==> src/rtl/global_ale_estimator_if.sv <==
`default_nettype none
// ============================================================================
//  Module      : global_ale_estimator_if
//  Description : Pixel-stream input and atmospheric-light output bundle for
//                the global atmospheric-light estimator.
//  Revision    : 1.0  initial release
// ============================================================================
interface global_ale_estimator_if;
  // Pixel stream toward the estimator
  logic       pix_valid;
  logic       pix_sof;
  logic [7:0] pix_r;
  logic [7:0] pix_g;
  logic [7:0] pix_b;
  // Dark channel and global atmospheric light from the estimator
  logic [7:0] dark_out;
  logic       dark_valid;
  logic [7:0] AR_global;
  logic [7:0] AG_global;
  logic [7:0] AB_global;
  logic       a_valid;
  logic       a_update;

  // Pixel source / consumer of A
  modport master (
    output pix_valid, pix_sof, pix_r, pix_g, pix_b,
    input  dark_out, dark_valid, AR_global, AG_global, AB_global, a_valid, a_update
  );

  // Estimator side
  modport slave (
    input  pix_valid, pix_sof, pix_r, pix_g, pix_b,
    output dark_out, dark_valid, AR_global, AG_global, AB_global, a_valid, a_update
  );
endinterface
`default_nettype wire

==> src/rtl/global_ale_estimator.sv <==
`default_nettype none
// ============================================================================
//  Module      : global_ale_estimator
//  Description : Forms the per-pixel dark channel min(R,G,B), tracks the pixel
//                with the largest dark value in each frame and publishes its
//                RGB as the global atmospheric light at end of frame, with
//                optional IIR smoothing across frames.
//  Revision    : 1.0  initial release
// ============================================================================
module global_ale_estimator #(
  parameter int IMG_W     = 4,
  parameter int IMG_H     = 2,
  parameter bit SMOOTH_EN = 1'b1
) (
  input  logic                  clk,
  input  logic                  rst_n,
  global_ale_estimator_if.slave bus
);

  localparam int C_NPIX  = IMG_W * IMG_H;
  localparam int C_CNT_W = $clog2(C_NPIX + 1);
  localparam logic [C_CNT_W-1:0] C_NPIX_CNT = C_CNT_W'(C_NPIX);

  typedef enum logic [1:0] {
    S_IDLE   = 2'd0,
    S_ACCUM  = 2'd1,
    S_UPDATE = 2'd2
  } state_t;

  // A one-pixel frame is complete as soon as its sof pixel is taken.
  localparam state_t C_AFTER_SOF = (C_NPIX == 1) ? S_UPDATE : S_ACCUM;

  state_t              state_q, state_d;
  logic [C_CNT_W-1:0]  cnt_q, cnt_d;
  logic [7:0]          max_dark_q, max_dark_d;
  logic [7:0]          max_r_q, max_r_d;
  logic [7:0]          max_g_q, max_g_d;
  logic [7:0]          max_b_q, max_b_d;
  logic [7:0]          ar_q, ar_d;
  logic [7:0]          ag_q, ag_d;
  logic [7:0]          ab_q, ab_d;
  logic                a_valid_q, a_valid_d;
  logic                a_update_q, a_update_d;
  logic [7:0]          dark_q;
  logic                dark_valid_q;

  logic [7:0]          min_rg;
  logic [7:0]          pix_dark;
  logic                sof_accept;
  logic                use_smooth;
  logic [C_CNT_W-1:0]  cnt_inc;

  // (3*A_old + m + 2) >> 2; worst case 1022 fits the 10-bit sum and the
  // shifted result never exceeds 255.
  function automatic logic [7:0] smooth(input logic [7:0] a_old, input logic [7:0] m);
    logic [9:0] acc;
    acc = ({2'b00, a_old} << 1) + {2'b00, a_old} + {2'b00, m} + 10'd2;
    return 8'(acc >> 2);
  endfunction

  assign min_rg     = (bus.pix_r < bus.pix_g) ? bus.pix_r : bus.pix_g;
  assign pix_dark   = (min_rg < bus.pix_b) ? min_rg : bus.pix_b;
  assign sof_accept = bus.pix_valid & bus.pix_sof;
  assign use_smooth = SMOOTH_EN & a_valid_q;
  assign cnt_inc    = cnt_q + C_CNT_W'(1);

  // Frame FSM next state, running maximum and A computation
  always_comb begin
    state_d    = state_q;
    cnt_d      = cnt_q;
    max_dark_d = max_dark_q;
    max_r_d    = max_r_q;
    max_g_d    = max_g_q;
    max_b_d    = max_b_q;
    ar_d       = ar_q;
    ag_d       = ag_q;
    ab_d       = ab_q;
    a_valid_d  = a_valid_q;
    a_update_d = 1'b0;

    case (state_q)
      S_IDLE: begin
        if (sof_accept) begin
          cnt_d      = C_CNT_W'(1);
          max_dark_d = pix_dark;
          max_r_d    = bus.pix_r;
          max_g_d    = bus.pix_g;
          max_b_d    = bus.pix_b;
          state_d    = C_AFTER_SOF;
        end
      end

      S_ACCUM: begin
        if (bus.pix_valid) begin
          if (bus.pix_sof) begin
            // Restart: the partial frame is dropped without publishing.
            cnt_d      = C_CNT_W'(1);
            max_dark_d = pix_dark;
            max_r_d    = bus.pix_r;
            max_g_d    = bus.pix_g;
            max_b_d    = bus.pix_b;
            state_d    = C_AFTER_SOF;
          end else begin
            cnt_d = cnt_inc;
            // Strict compare keeps the earliest pixel on ties.
            if (pix_dark > max_dark_q) begin
              max_dark_d = pix_dark;
              max_r_d    = bus.pix_r;
              max_g_d    = bus.pix_g;
              max_b_d    = bus.pix_b;
            end
            if (cnt_inc == C_NPIX_CNT) begin
              state_d = S_UPDATE;
            end
          end
        end
      end

      S_UPDATE: begin
        a_update_d = 1'b1;
        a_valid_d  = 1'b1;
        if (use_smooth) begin
          ar_d = smooth(ar_q, max_r_q);
          ag_d = smooth(ag_q, max_g_q);
          ab_d = smooth(ab_q, max_b_q);
        end else begin
          ar_d = max_r_q;
          ag_d = max_g_q;
          ab_d = max_b_q;
        end
        // The old maximum is consumed above before being overwritten here.
        if (sof_accept) begin
          cnt_d      = C_CNT_W'(1);
          max_dark_d = pix_dark;
          max_r_d    = bus.pix_r;
          max_g_d    = bus.pix_g;
          max_b_d    = bus.pix_b;
          state_d    = C_AFTER_SOF;
        end else begin
          state_d = S_IDLE;
        end
      end

      default: begin
        state_d = S_IDLE;
      end
    endcase
  end

  // Frame state, maximum tracker and published A registers
  always_ff @(posedge clk or negedge rst_n) begin
    if (!rst_n) begin
      state_q    <= S_IDLE;
      cnt_q      <= '0;
      max_dark_q <= 8'd0;
      max_r_q    <= 8'd0;
      max_g_q    <= 8'd0;
      max_b_q    <= 8'd0;
      ar_q       <= 8'hFF;
      ag_q       <= 8'hFF;
      ab_q       <= 8'hFF;
      a_valid_q  <= 1'b0;
      a_update_q <= 1'b0;
    end else begin
      state_q    <= state_d;
      cnt_q      <= cnt_d;
      max_dark_q <= max_dark_d;
      max_r_q    <= max_r_d;
      max_g_q    <= max_g_d;
      max_b_q    <= max_b_d;
      ar_q       <= ar_d;
      ag_q       <= ag_d;
      ab_q       <= ab_d;
      a_valid_q  <= a_valid_d;
      a_update_q <= a_update_d;
    end
  end

  // Registered dark channel, independent of frame state
  always_ff @(posedge clk or negedge rst_n) begin
    if (!rst_n) begin
      dark_q       <= 8'd0;
      dark_valid_q <= 1'b0;
    end else begin
      dark_valid_q <= bus.pix_valid;
      if (bus.pix_valid) begin
        dark_q <= pix_dark;
      end
    end
  end

  assign bus.dark_out   = dark_q;
  assign bus.dark_valid = dark_valid_q;
  assign bus.AR_global  = ar_q;
  assign bus.AG_global  = ag_q;
  assign bus.AB_global  = ab_q;
  assign bus.a_valid    = a_valid_q;
  assign bus.a_update   = a_update_q;

endmodule
`default_nettype wire

==> src/flat_wrapper.sv <==
// flat-port wrapper written by rule: the top's interface ports become plain ports
module global_ale_estimator_flat 
#(
  parameter int IMG_W     = 4,
  parameter int IMG_H     = 2,
  parameter bit SMOOTH_EN = 1'b1
)
  (clk, rst_n, bus_pix_valid, bus_pix_sof, bus_pix_r, bus_pix_g, bus_pix_b, bus_dark_out, bus_dark_valid, bus_AR_global, bus_AG_global, bus_AB_global, bus_a_valid, bus_a_update);
  global_ale_estimator_if bus_i ();
  input  logic clk;
  input  logic rst_n;
  input wire logic [$bits(bus_i.pix_valid)-1:0] bus_pix_valid;
  input wire logic [$bits(bus_i.pix_sof)-1:0] bus_pix_sof;
  input wire logic [$bits(bus_i.pix_r)-1:0] bus_pix_r;
  input wire logic [$bits(bus_i.pix_g)-1:0] bus_pix_g;
  input wire logic [$bits(bus_i.pix_b)-1:0] bus_pix_b;
  output wire logic [$bits(bus_i.dark_out)-1:0] bus_dark_out;
  output wire logic [$bits(bus_i.dark_valid)-1:0] bus_dark_valid;
  output wire logic [$bits(bus_i.AR_global)-1:0] bus_AR_global;
  output wire logic [$bits(bus_i.AG_global)-1:0] bus_AG_global;
  output wire logic [$bits(bus_i.AB_global)-1:0] bus_AB_global;
  output wire logic [$bits(bus_i.a_valid)-1:0] bus_a_valid;
  output wire logic [$bits(bus_i.a_update)-1:0] bus_a_update;
  assign bus_i.pix_valid = bus_pix_valid;
  assign bus_i.pix_sof = bus_pix_sof;
  assign bus_i.pix_r = bus_pix_r;
  assign bus_i.pix_g = bus_pix_g;
  assign bus_i.pix_b = bus_pix_b;
  assign bus_dark_out = bus_i.dark_out;
  assign bus_dark_valid = bus_i.dark_valid;
  assign bus_AR_global = bus_i.AR_global;
  assign bus_AG_global = bus_i.AG_global;
  assign bus_AB_global = bus_i.AB_global;
  assign bus_a_valid = bus_i.a_valid;
  assign bus_a_update = bus_i.a_update;
  global_ale_estimator #(.IMG_W(IMG_W), .IMG_H(IMG_H), .SMOOTH_EN(SMOOTH_EN)) u_core (.clk(clk), .rst_n(rst_n), .bus(bus_i));
endmodule
==> config.mk <==
export PLATFORM = sky130hd
export DESIGN_NAME = global_ale_estimator_flat
export DESIGN_NICKNAME = d
export VERILOG_FILES = /design/src/rtl/global_ale_estimator_if.sv /design/src/rtl/global_ale_estimator.sv /design/src/flat_wrapper.sv
export SDC_FILE = /design/constraint.sdc
export NUM_CORES = 1
export LEC_CHECK = 0
export CORE_AREA = 2 2 125 127
export CTS_CLUSTER_DIAMETER = 40
export DETAILED_ROUTE_END_ITERATION = 10
export DIE_AREA = 0 0 127 129
export GPL_ROUTABILITY_DRIVEN = 0
export RECOVER_POWER = 25
export REMOVE_ABC_BUFFERS = 1
export SYNTH_ARGS = -nofsm -noshare
export SYNTH_HDL_FRONTEND = slang
export SYNTH_SLANG_ARGS = --single-unit
==> constraint.sdc <==
create_clock -name clk -period 3.54 [get_ports clk]
set_input_delay 0.354 -clock clk [delete_from_list [all_inputs] [get_ports clk]]
set_output_delay 0.354 -clock clk [all_outputs]
set_load 0.02 [all_outputs]
==> run_results.csv <==
group,metric,value,unit
run_status,status,"finished with violations",
run_status,violations,"capacitance limit, slew limit, setup timing",
drt,drt_iter0_drc,245,
final_layout,syn_to_final_growth,41.6,%
clocking,cts_buffers,9,
sta,tightest_slew,1.91,ns
drt,vias,4118,
global_route,grt_max_degree,74,
synth,synth_top_area_share,23.9,%
final_layout,ff_latch_area,1860,µm²
sta,max_freq,0.234,GHz
sta,drv_slew,74,
worst_setup_path,endpoint_kind,"flop",
global_route,grt_first_pass_wirelength,22.0,mm
drt,wl,13.0,mm
sta,min_period,4.28,ns
run,maxCapViolCount,1,
final_layout,final_core_util,48.6,%
clocking,cts_sinks,73,
global_route,grt_antenna_before_repair,0,
synth,ys_warn_count,0,
worst_setup_path,rr_worst_depth,10,
sta,whs,0.283,ns
pwr,power.density,544,nW/µm²
clocking,worstSkewPairLatency,0.34,ns
sta,fin_crit_sh,121,%
final_layout,final_layout_size_suffix_gt1_share,33.8,%
worst_setup_path,critical_path_required,3.76,ns
pwr,total_power,3.95,mW
drt,top_layer,"met4",
global_route,grt_overflow,0,
worst_setup_path,reg2reg_slack,0.78,ns
sta,finalHoldViolCount,0,
sta,setup_viol,32,
global_route,grtUsageTotal,16.8,%
clocking,cts_hold_buf,0,
synth,synth_ff_type,"dfrtp_1",
synth,yosys-top-cells-count,"55 x nand2_1, 53 x ha_1, 49 x dfrtp_1",
floorplanning,initial_core_util,34.3,%
sta,relSlewSlack,-27.3,%
final_layout,fill_cells,1329,
drt,met1_length,6.08,mm
placed_design,dpl_cell_area,6340,µm²
floorplanning,die_h,129,µm
synth,yosys-top-cells-area,"dfrtp_1 24%, ha_1 13%, dfstp_2 12%, fa_1 7.0%, mux2_2 5.9%",
sta,tns,-22.78,ns
synth,synth.most_common_cell,"nand2_1",
pwr,peakVddDrop,0.000298,V
drt,ant_nets,0,
drt,drc,0,
floorplanning,core_area,15000,µm²
clocking,cts_tree,"built",
synth,synth.ff_latch_count,73,
worst_hold_path,whs_path_depth,2,
sta,rsz0062_at_grt,"yes",
drt,wire_per_inst,15.8,µm
floorplanning,top_level_ports,63,
sta,clock_skew,0.00458,ns
placed_design,pre_cts_ws,-1.88,ns
synth,yosysSeqAreaShare,36.1,%
drt,drt-pass1-iter-count,4,
synth,synthCells,500,
floorplanning,rows,45,
worst_setup_path,cp.arrival,4.50,ns
placed_design,post-place-cells,786,
worst_hold_path,hp-class,"primary input to flop",
synth,async_flop_share,100,%
final_layout,final_net_count,730,
drt,routed-wl-met2,6.15,mm
floorplanning,die-area,16400,µm²
clocking,cts_root_buffer,"clkbuf_16",
floorplanning,die_w,127,µm
final_layout,final_cells,824,
final_layout,diodes,0,
synth,synth_top_cell_by_area,"dfrtp_1",
clocking,ctsLongestPathBuffers,2,
pwr,leakagePower,3.40,nW
synth,syn_area,5140,µm²
clocking,ctsHtreeMaxLevel,3,
worst_setup_path,crit_path_start_kind,"primary input",
worst_setup_path,worstSetupPathType,"primary input to flop",
placed_design,io_buffer_count,62,
worst_setup_path,path_max_fanout,6,
synth,synth-edff-count,0,
drt,via_per_inst,5.00,
drt,met3WireLength,589,µm
sta,setup_slack,-0.739,ns
final_layout,multi_input_area,3450,µm²
synth,yosys.cell_types.count,46,
global_route,grt_pass1_vias,4361,
clocking,path_clk_slew,0.05,ns
final_layout,final_area,7270,µm²
placed_design,dpl.hpwl,9.19,mm
synth,syn_area_per_cell,10.3,µm²
==> worst max-delay path, cell delays in order <==
cell and delay, ns:
buf_6 0.11, ha_4 0.25, a21oi_4 0.16, o21ai_2 0.08
a21oi_2 0.19, buf_6 0.17, mux2_4 0.32, ha_4 0.16
a21o_1 0.14, a21o_1 0.16, a221oi_2 0.27, o31a_1 0.24
buf_6 0.14, mux2_4 0.32, ha_4 0.22, nor2b_4 0.12
o211ai_1 0.21, a21oi_2 0.10, o21ai_4 0.20, buf_6 0.16
buf_6 0.13, mux2_4 0.30
==> sequential cells by signal, indices dropped and copies added, names as in the netlist, 2 cells and up <==
name and count:
u_core.bus.AR_global 8, u_core.max_b_q 8, u_core.bus.AB_global 8, u_core.cnt_q 4, u_core.bus.dark_out 8, u_core.max_r_q 8, u_core.max_dark_q 8, u_core.max_g_q 8
u_core.bus.AG_global 8, u_core.state_q 2
==> final cells by class <==
cell class	count	area share [%]
Tap cell	188	3.23
Clock inverter	2	0.826
Multi-Input combinational cell	367	47.5
Timing Repair Buffer	138	17.0
Clock buffer	14	3.63
Sequential cell	73	25.5
Inverter	42	2.27
==> cell usage in the layout, fill, tap and decap left out, types with 21 or more instances in the layout <==
master	netlist	final
dfstp_2	24	24
clkdlybuf4s50_1	0	45
ha_1	53	34
dfrtp_1	49	49
o21ai_0	44	40
a21oi_1	28	21
buf_4	0	65
mux2_4	14	36
inv_1	41	34
nand2_1	55	53
==> cells by family (layout without fill, tap and decap cells) <==
kind of cell | Yosys count | count (layout) | synth area share, %
AO/OA/AOI/OAI | 114 | 114 | 13.4
adder cells (fa/ha/maj) | 71 | 71 | 19.9
XOR/XNOR | 13 | 13 | 2.22
flip-flops | 73 | 73 | 36.1
AND/OR/NAND/NOR | 113 | 113 | 10.9
multiplexers | 56 | 56 | 13.0
buffers and inverters | 60 | 196 | 4.53
==> per-layer routing <==
layer	track usage, %	vias up
met3	3.99	19
met4	5.04	0
met2	27.4	81
met1	22.5	2000
li1	-	2018
met5	0	-
==> power by group <==
group | total [mW] | switching, mW | internal (mW)
logic | 1.70 | 0.759 | 0.938
registers | 1.25 | 0.197 | 1.05
clock network | 1.01 | 0.354 | 0.657
==> timing repair <==
| action | 4_1_cts | 5_1_grt |
|---|---|---|
| gates resized for setup | 148 | 10 |
| setup buffers | 18 | 3 |
| pin swaps | 30 | 13 |
| setup endpoints to repair | 40 | 32 |
| gates cloned | 1 | 0 |
==> path summary, 6_finish.rpt <==
path	startpoint	end
setup / recovery	bus_pix_r[7]	u_core.max_dark_q[1]
max in group asynchronous	rst_n	u_core.bus.a_update
hold reg to reg	u_core.max_dark_q[0]	u_core.max_dark_q[0]
min in group asynchronous	rst_n	u_core.cnt_q[0]
hold / removal	bus_pix_r[5]	u_core.max_r_q[5]
setup reg to reg	u_core.bus.AB_global[0]	u_core.bus.AB_global[5]
Note: power is estimated with default switching activity, not from simulation.
